--- src/rtl/motor_pkg.sv ---
// motor_pkg: shared definitions for the motor scheduler slice.
//   N_MOTOR      - number of motors driven by the scheduler
//   POS_W        - width of a position / target value (0-999)
//   MIDX_W       - width of a motor index (0-5)
//   state_t      - scheduler FSM states
//   fifo_entry_t - one queued move command (motor index + absolute target)
package motor_pkg;

    localparam int N_MOTOR = 6;
    localparam int POS_W   = 10;
    localparam int MIDX_W  = 3;

    typedef enum logic [2:0] {
        IDLE,
        LOAD,
        STEP_HI,
        STEP_LO,
        FINISH
    } state_t;

    typedef struct packed {
        logic [MIDX_W-1:0] motor;
        logic [POS_W-1:0]  target;
    } fifo_entry_t;

endpackage

--- src/rtl/cmd_fifo.sv ---
// cmd_fifo: small synchronous FIFO of move commands.
//   sysclk  - clock, rising edge
//   INIT_n  - asynchronous active-low reset (empties the FIFO)
//   push    - write wr_data (ignored while full)
//   wr_data - entry to write
//   pop     - discard the head entry (ignored while empty)
//   rd_data - current head entry
//   full    - FIFO holds FIFO_DEPTH entries
//   empty   - FIFO holds no entries
// FIFO_DEPTH must be a power of two so the pointers wrap naturally.
module cmd_fifo
    import motor_pkg::*;
#(
    parameter int FIFO_DEPTH = 4
) (
    input  logic        sysclk,
    input  logic        INIT_n,
    input  logic        push,
    input  fifo_entry_t wr_data,
    input  logic        pop,
    output fifo_entry_t rd_data,
    output logic        full,
    output logic        empty
);

    localparam int AW = (FIFO_DEPTH > 1) ? $clog2(FIFO_DEPTH) : 1;

    fifo_entry_t   mem [FIFO_DEPTH];
    logic [AW-1:0] wr_ptr;
    logic [AW-1:0] rd_ptr;
    logic [AW:0]   count;
    logic          do_push;
    logic          do_pop;

    // Fullness is taken from the registered count, so a push while full is
    // refused even when a pop happens in the same cycle.
    assign full    = (count == (AW+1)'(FIFO_DEPTH));
    assign empty   = (count == '0);
    assign do_push = push && !full;
    assign do_pop  = pop && !empty;
    assign rd_data = mem[rd_ptr];

    always_ff @(posedge sysclk or negedge INIT_n) begin
        if (!INIT_n) begin
            wr_ptr <= '0;
            rd_ptr <= '0;
            count  <= '0;
        end else begin
            if (do_push) wr_ptr <= wr_ptr + 1'b1;
            if (do_pop)  rd_ptr <= rd_ptr + 1'b1;
            case ({do_push, do_pop})
                2'b10:   count <= count + 1'b1;
                2'b01:   count <= count - 1'b1;
                default: count <= count;
            endcase
        end
    end

    always_ff @(posedge sysclk) begin
        if (do_push) mem[wr_ptr] <= wr_data;
    end

endmodule

--- src/rtl/motor_scheduler.sv ---
// motor_scheduler: queues BCD move commands and steps one motor at a time.
//   sysclk              - clock, rising edge
//   INIT_n              - asynchronous active-low reset
//   Cmd_Valid           - single-cycle command strobe
//   Cmd_Motor           - one-hot motor select, bit0 = motor 1
//   Cmd_V0/Cmd_V1/Cmd_V2- BCD hundreds/tens/ones of absolute target
//   Cmd_Ready           - command FIFO not full
//   Cmd_Drop            - one-cycle pulse after a rejected strobe
//   Step/Dir            - per-motor step pulse and direction (1 = up)
//   Busy                - move in LOAD/STEP_HI/STEP_LO
//   Done                - one-cycle pulse at the end of each move
//   Cur_Motor           - index of the active or last motor
module motor_scheduler
    import motor_pkg::*;
#(
    parameter int STEP_DIV   = 50000,
    parameter int FIFO_DEPTH = 4
) (
    input  logic       sysclk,
    input  logic       INIT_n,
    input  logic       Cmd_Valid,
    input  logic [5:0] Cmd_Motor,
    input  logic [3:0] Cmd_V0,
    input  logic [3:0] Cmd_V1,
    input  logic [3:0] Cmd_V2,
    output logic       Cmd_Ready,
    output logic       Cmd_Drop,
    output logic [5:0] Step,
    output logic [5:0] Dir,
    output logic       Busy,
    output logic       Done,
    output logic [2:0] Cur_Motor
);

    localparam int HALF = STEP_DIV / 2;
    localparam int CW   = (HALF > 1) ? $clog2(HALF) : 1;

    state_t            state;
    logic [CW-1:0]     cnt;
    logic [POS_W-1:0]  tgt;
    logic [POS_W-1:0]  pos [N_MOTOR];
    logic [POS_W-1:0]  step_pos;
    logic              half_done;

    logic              fifo_full;
    logic              fifo_empty;
    logic              fifo_pop;
    logic              accept;
    logic              cmd_ok;
    logic [MIDX_W-1:0] motor_idx;
    fifo_entry_t       wr_entry;
    fifo_entry_t       head;

    always_comb begin
        motor_idx = '0;
        for (int unsigned i = 0; i < N_MOTOR; i++) begin
            if (Cmd_Motor[i]) motor_idx = MIDX_W'(i);
        end
    end

    assign cmd_ok = $onehot(Cmd_Motor) &&
                    (Cmd_V0 <= 4'd9) && (Cmd_V1 <= 4'd9) && (Cmd_V2 <= 4'd9);
    assign accept = Cmd_Valid && cmd_ok && !fifo_full;

    assign wr_entry.motor  = motor_idx;
    assign wr_entry.target = POS_W'(Cmd_V0) * POS_W'(100) +
                             POS_W'(Cmd_V1) * POS_W'(10) +
                             POS_W'(Cmd_V2);

    assign Cmd_Ready = !fifo_full;
    assign fifo_pop  = (state == IDLE) && !fifo_empty;
    assign half_done = (cnt == CW'(HALF - 1));
    assign step_pos  = Dir[Cur_Motor] ? pos[Cur_Motor] + 1'b1
                                      : pos[Cur_Motor] - 1'b1;

    cmd_fifo #(
        .FIFO_DEPTH (FIFO_DEPTH)
    ) u_fifo (
        .sysclk  (sysclk),
        .INIT_n  (INIT_n),
        .push    (accept),
        .wr_data (wr_entry),
        .pop     (fifo_pop),
        .rd_data (head),
        .full    (fifo_full),
        .empty   (fifo_empty)
    );

    // The head entry is captured on the IDLE->LOAD edge, the same edge that
    // pops it; LOAD then works from the latched motor and target.
    always_ff @(posedge sysclk or negedge INIT_n) begin
        if (!INIT_n) begin
            state     <= IDLE;
            cnt       <= '0;
            tgt       <= '0;
            Step      <= '0;
            Dir       <= '0;
            Busy      <= 1'b0;
            Done      <= 1'b0;
            Cmd_Drop  <= 1'b0;
            Cur_Motor <= '0;
            for (int unsigned i = 0; i < N_MOTOR; i++) pos[i] <= '0;
        end else begin
            Cmd_Drop <= Cmd_Valid && !accept;
            case (state)
                IDLE: begin
                    if (!fifo_empty) begin
                        Cur_Motor <= head.motor;
                        tgt       <= head.target;
                        Busy      <= 1'b1;
                        state     <= LOAD;
                    end
                end
                LOAD: begin
                    Dir[Cur_Motor] <= (tgt > pos[Cur_Motor]);
                    cnt            <= '0;
                    if (tgt == pos[Cur_Motor]) begin
                        Busy  <= 1'b0;
                        Done  <= 1'b1;
                        state <= FINISH;
                    end else begin
                        Step[Cur_Motor] <= 1'b1;
                        state           <= STEP_HI;
                    end
                end
                STEP_HI: begin
                    if (half_done) begin
                        cnt   <= '0;
                        Step  <= '0;
                        state <= STEP_LO;
                    end else begin
                        cnt <= cnt + 1'b1;
                    end
                end
                STEP_LO: begin
                    if (half_done) begin
                        cnt            <= '0;
                        pos[Cur_Motor] <= step_pos;
                        if (step_pos == tgt) begin
                            Busy  <= 1'b0;
                            Done  <= 1'b1;
                            state <= FINISH;
                        end else begin
                            Step[Cur_Motor] <= 1'b1;
                            state           <= STEP_HI;
                        end
                    end else begin
                        cnt <= cnt + 1'b1;
                    end
                end
                FINISH: begin
                    Done  <= 1'b0;
                    state <= IDLE;
                end
                default: state <= IDLE;
            endcase
        end
    end

endmodule
--- config.mk ---
export PLATFORM = sky130hd
export DESIGN_NAME = motor_scheduler
export DESIGN_NICKNAME = d
export VERILOG_FILES = /design/src/rtl/motor_pkg.sv /design/src/rtl/cmd_fifo.sv /design/src/rtl/motor_scheduler.sv
export SDC_FILE = /design/constraint.sdc
export NUM_CORES = 1
export LEC_CHECK = 0
export CAP_MARGIN = 0
export CORE_MARGIN = 2
export CORE_UTILIZATION = 39
export CTS_BUF_LIST = sky130_fd_sc_hd__clkbuf_2
export CTS_CLUSTER_SIZE = 30
export DETAILED_ROUTE_END_ITERATION = 8
export GPL_ROUTABILITY_DRIVEN = 0
export PLACE_DENSITY = 0.55
export SLEW_MARGIN = 40
export SYNTH_ARGS = -nofsm -noshare
export SYNTH_HDL_FRONTEND = slang
export SYNTH_SLANG_ARGS = --single-unit
--- constraint.sdc ---
create_clock -name sysclk -period 4.7 [get_ports sysclk]
set_input_delay 0.47 -clock sysclk [delete_from_list [all_inputs] [get_ports sysclk]]
set_output_delay 0.47 -clock sysclk [all_outputs]
set_load 0.02 [all_outputs]
==> qor.csv <==
stage,metric,value,unit
status,status,completed,
pwr,Worst VDD drop,0.203,mV
timing,Final setup viols,0,
global_routing,largest net degree at the start of global routing,77,
timing,worst slew pin tran,809,ps
die,die footprint,0.0237,mm2
final_layout,most frequent cells in the layout,"111 x dfrtp_1, 105 x nand2_1, 89 x o21ai_0, 52 x edfxtp_1",
timing,Final min period,4000,ps
detailed_routing,Iter 0 DRT Violations,314,
worst_setup_path,r2r setup slk,700,ps
worst_setup_path,Arrival @ worst endpoint,4670,ps
timing,Final Skew,29.0,ps
global_routing,global-route wire length before repair,30.7,mm
die,Die Height,154,um
final_layout,Nets,911,
timing,Final Cycle Share,85.2,%
worst_setup_path,data required time of the worst path,5360,ps
die,CORE AREA,0.0220,mm2
final_layout,area added between synthesis and finish,12.1,%
global_routing,busiest grt layer,met2,
place,"worst slack, placed",163,ps
clocking,Resized Gates After CTS,0,
synth,largest family of logic cells by synthesized area,compound AO/OA/AOI/OAI gates,
detailed_routing,WL per Instance,16.1,um
timing,RSZ-0062 raised after global routing,no,
worst_setup_path,reg2reg end,Busy,
final_layout,"non-filler cells, final",1123,
pwr,total power,4.58,mW
global_routing,met3 Track Usage GR,3.47,%
synth,Yosys reg bits,165,
synth,Synth Area in Simple Gates,11.0,%
detailed_routing,DRC Markers,0,
worst_setup_path,Crit Path Category,reg2reg,
synth,adder-cell area share of the yosys netlist,9.58,%
worst_setup_path,FF-to-FF Start,Cur_Motor[0],
place,hpwl dp,13.2,mm
detailed_routing,DRT Pass-1 Iters,5,
job,max cap viols,0,
clocking,post-CTS setup repair buffer count,0,
global_routing,GR Util All Layers,16.3,%
worst_setup_path,worst-path fanout max,19,
worst_setup_path,CP Capture Point,Busy,
synth,Synth Area in Compound Gates,12.5,%
place,PortBufs,39,
detailed_routing,vias per inst,5.29,
synth,Mapped Cells,782,
die,Die X,154,um
die,initial cell density of the core,39.9,%
die,row cnt,54,
global_routing,M1 GR Usage,21.0,%
timing,fmax,250,MHz
synth,Cell variety after synth,63,
timing,sum of negative setup slack,0,ps
detailed_routing,WL final,18.1,mm
clocking,CTS tree,done,
global_routing,met2 Resource Use GR,28.0,%
final_layout,share of layout cells above drive strength 1,12.8,%
global_routing,initial antenna violation count,1,
synth,synthesized area,0.00875,mm2
synth,XOR/XNOR share of the synthesized area,3.76,%
pwr,Leakage,4.24,nW
timing,PnR worst setup slack,697,ps
worst_setup_path,Critical Path Start,Cur_Motor[0],
worst_setup_path,Setup crit end kind,flop,
timing,Worst slew margin,46.0,%
final_layout,fill count,2052,
synth,synth warn,0,
synth,async set-reset flop share out of synthesis,68.5,%
synth,"Net Count, Synth",864,
min_path,Hold Path Class,in2async,
global_routing,GRT overflow,0,
synth,sequential area share after synthesis,50.1,%
place,number of cells after detailed placement,1089,
synth,"Top FF cell, synth",dfrtp_1,
die,IO Count,40,
synth,multiplexer share of the synthesized area,9.42,%
clocking,Worst-Skew Late Latency,750,ps
clocking,deepest clock path buffer count,2,
clocking,Clock Root Buffer,clkbuf_2,
timing,max-slew violations,0,
clocking,htree depth,4,
worst_setup_path,worst r2r path cells,14,
worst_setup_path,Startpoint Class,flop,
pwr,pwr/cell area,467,mW/mm2
global_routing,vias in the first global route,6007,
final_layout,final design utilization,44.7,%
final_layout,"commonest non-fill, non-tap cell in the layout",dfrtp_1,
clocking,clk sink count,165,
detailed_routing,routed vias,5937,
synth,Post-synth EDFFs,52,
clocking,CTS buffer count,17,
clocking,"CTS clk-pin slew, worst paths",250,ps
detailed_routing,DRT antenna net count,0,
synth,Post-Syn Area per Cell,11.2,um2
timing,Final Hold Fails,0,
[Yosys cell counts, types with 6 or more instances]
master / instances / share of area (%)
inv_1: 51 / 2.2
and3_1: 9 / 0.64
nand3_1: 13 / 0.74
nand4_1: 6 / 0.43
nand2_1: 105 / 4.5
ha_1: 51 / 7.3
mux4_2: 18 / 4.6
o21ai_0: 89 / 5.1
clkbuf_1: 18 / 0.77
fa_1: 10 / 2.3
dfrtp_1: 113 / 32
nand2b_1: 7 / 0.50
o21ai_2: 6 / 0.60
nor2b_1: 7 / 0.50
o21ai_1: 9 / 0.51
mux2i_1: 16 / 1.8
a21o_1: 9 / 0.77
xor2_1: 12 / 1.2
edfxtp_1: 52 / 18
a21oi_1: 25 / 1.4
o22a_1: 7 / 0.70
o31ai_1: 6 / 0.51
and2_1: 7 / 0.50
mux2_2: 20 / 2.6
xnor2_1: 23 / 2.3
nor2_1: 26 / 1.1
[power by group]
| group | internal (mW) | switching (mW) | total, mW |
|---|---|---|---|
| sequential | 1.69 | 0.265 | 1.96 |
| combinational | 0.819 | 0.925 | 1.74 |
| clock | 0.363 | 0.514 | 0.877 |
| total | 2.87 | 1.70 | 4.58 |
[metrics by stage]
| stage | cell area [um2] | hold slack [ps] |
|---|---|---|
| final | 9810 | 288 |
| after global routing | 9810 | 177 |
| after CTS | 9800 | 214 |
| after detailed placement | 9510 | 465 |
| after global placement | 9500 | 457 |
| after floorplan | 8750 | 174 |
[state kept, by name (all words and copies together) (netlist names), 6 cells and up]
name        cells
pos            60
u_fifo.mem     52
cnt            15
tgt            10
Dir             6
Step            6
[worst min path at each step]
stage                to  slack (ps)  cells past startpoint
6_report        pos[14]         290                      2
4_1_cts        Cmd_Drop         210                      2
3_5_place_dp    Step[3]         460                      2
3_3_place_gp    pos[48]         460                      2
2_1_floorplan      Busy         170                      0
5_1_grt        Cmd_Drop         180                      2
[cell families after synthesis]
family | Yosys count
xor+xnor | 36
flops | 165
buf+inv | 80
compound gates | 178
mux | 57
fa+ha+maj | 61
simple gates | 205
[timing repair]
item | in CTS | in global routing
hold endpoints to repair | 75 | 0
hold buffers | 1 | 0
setup endpoints to repair | 0 | 0
[layout make-up]
type / instances / area (um2) / share of cell area (%)
diodes: 1 / 2.50 / 0.0255
clock buffers: 18 / 90.1 / 0.918
clock inverters: 14 / 198 / 2.01
inverters: 51 / 191 / 1.95
multi-input cells: 537 / 4060 / 41.4
flip-flops and latches: 165 / 4390 / 44.8
well taps: 280 / 350 / 3.57
repair buffers: 57 / 529 / 5.39
[critical path: stages, from the launching register on]
cell and delay (ps):
dfrtp_2 650, nor2b_1 300, a21oi_1 210, o21ai_0 100
a221oi_1 480, inv_1 90, ha_1 350, xnor2_1 310
or3b_2 180, nand4_1 90, a221oi_1 260, o2111ai_1 180
nor3b_2 340, nand3_1 180, nor3b_1 180
[per-layer routing]
| metal | routed length, um | vias up |
|---|---|---|
| met5 | 0 | - |
| met3 | 501 | 16 |
| met2 | 8950 | 113 |
| met4 | 292 | 0 |
| met1 | 8360 | 2923 |
| li1 | - | 2885 |
No activity file was read; power rests on OpenSTA's default activity.
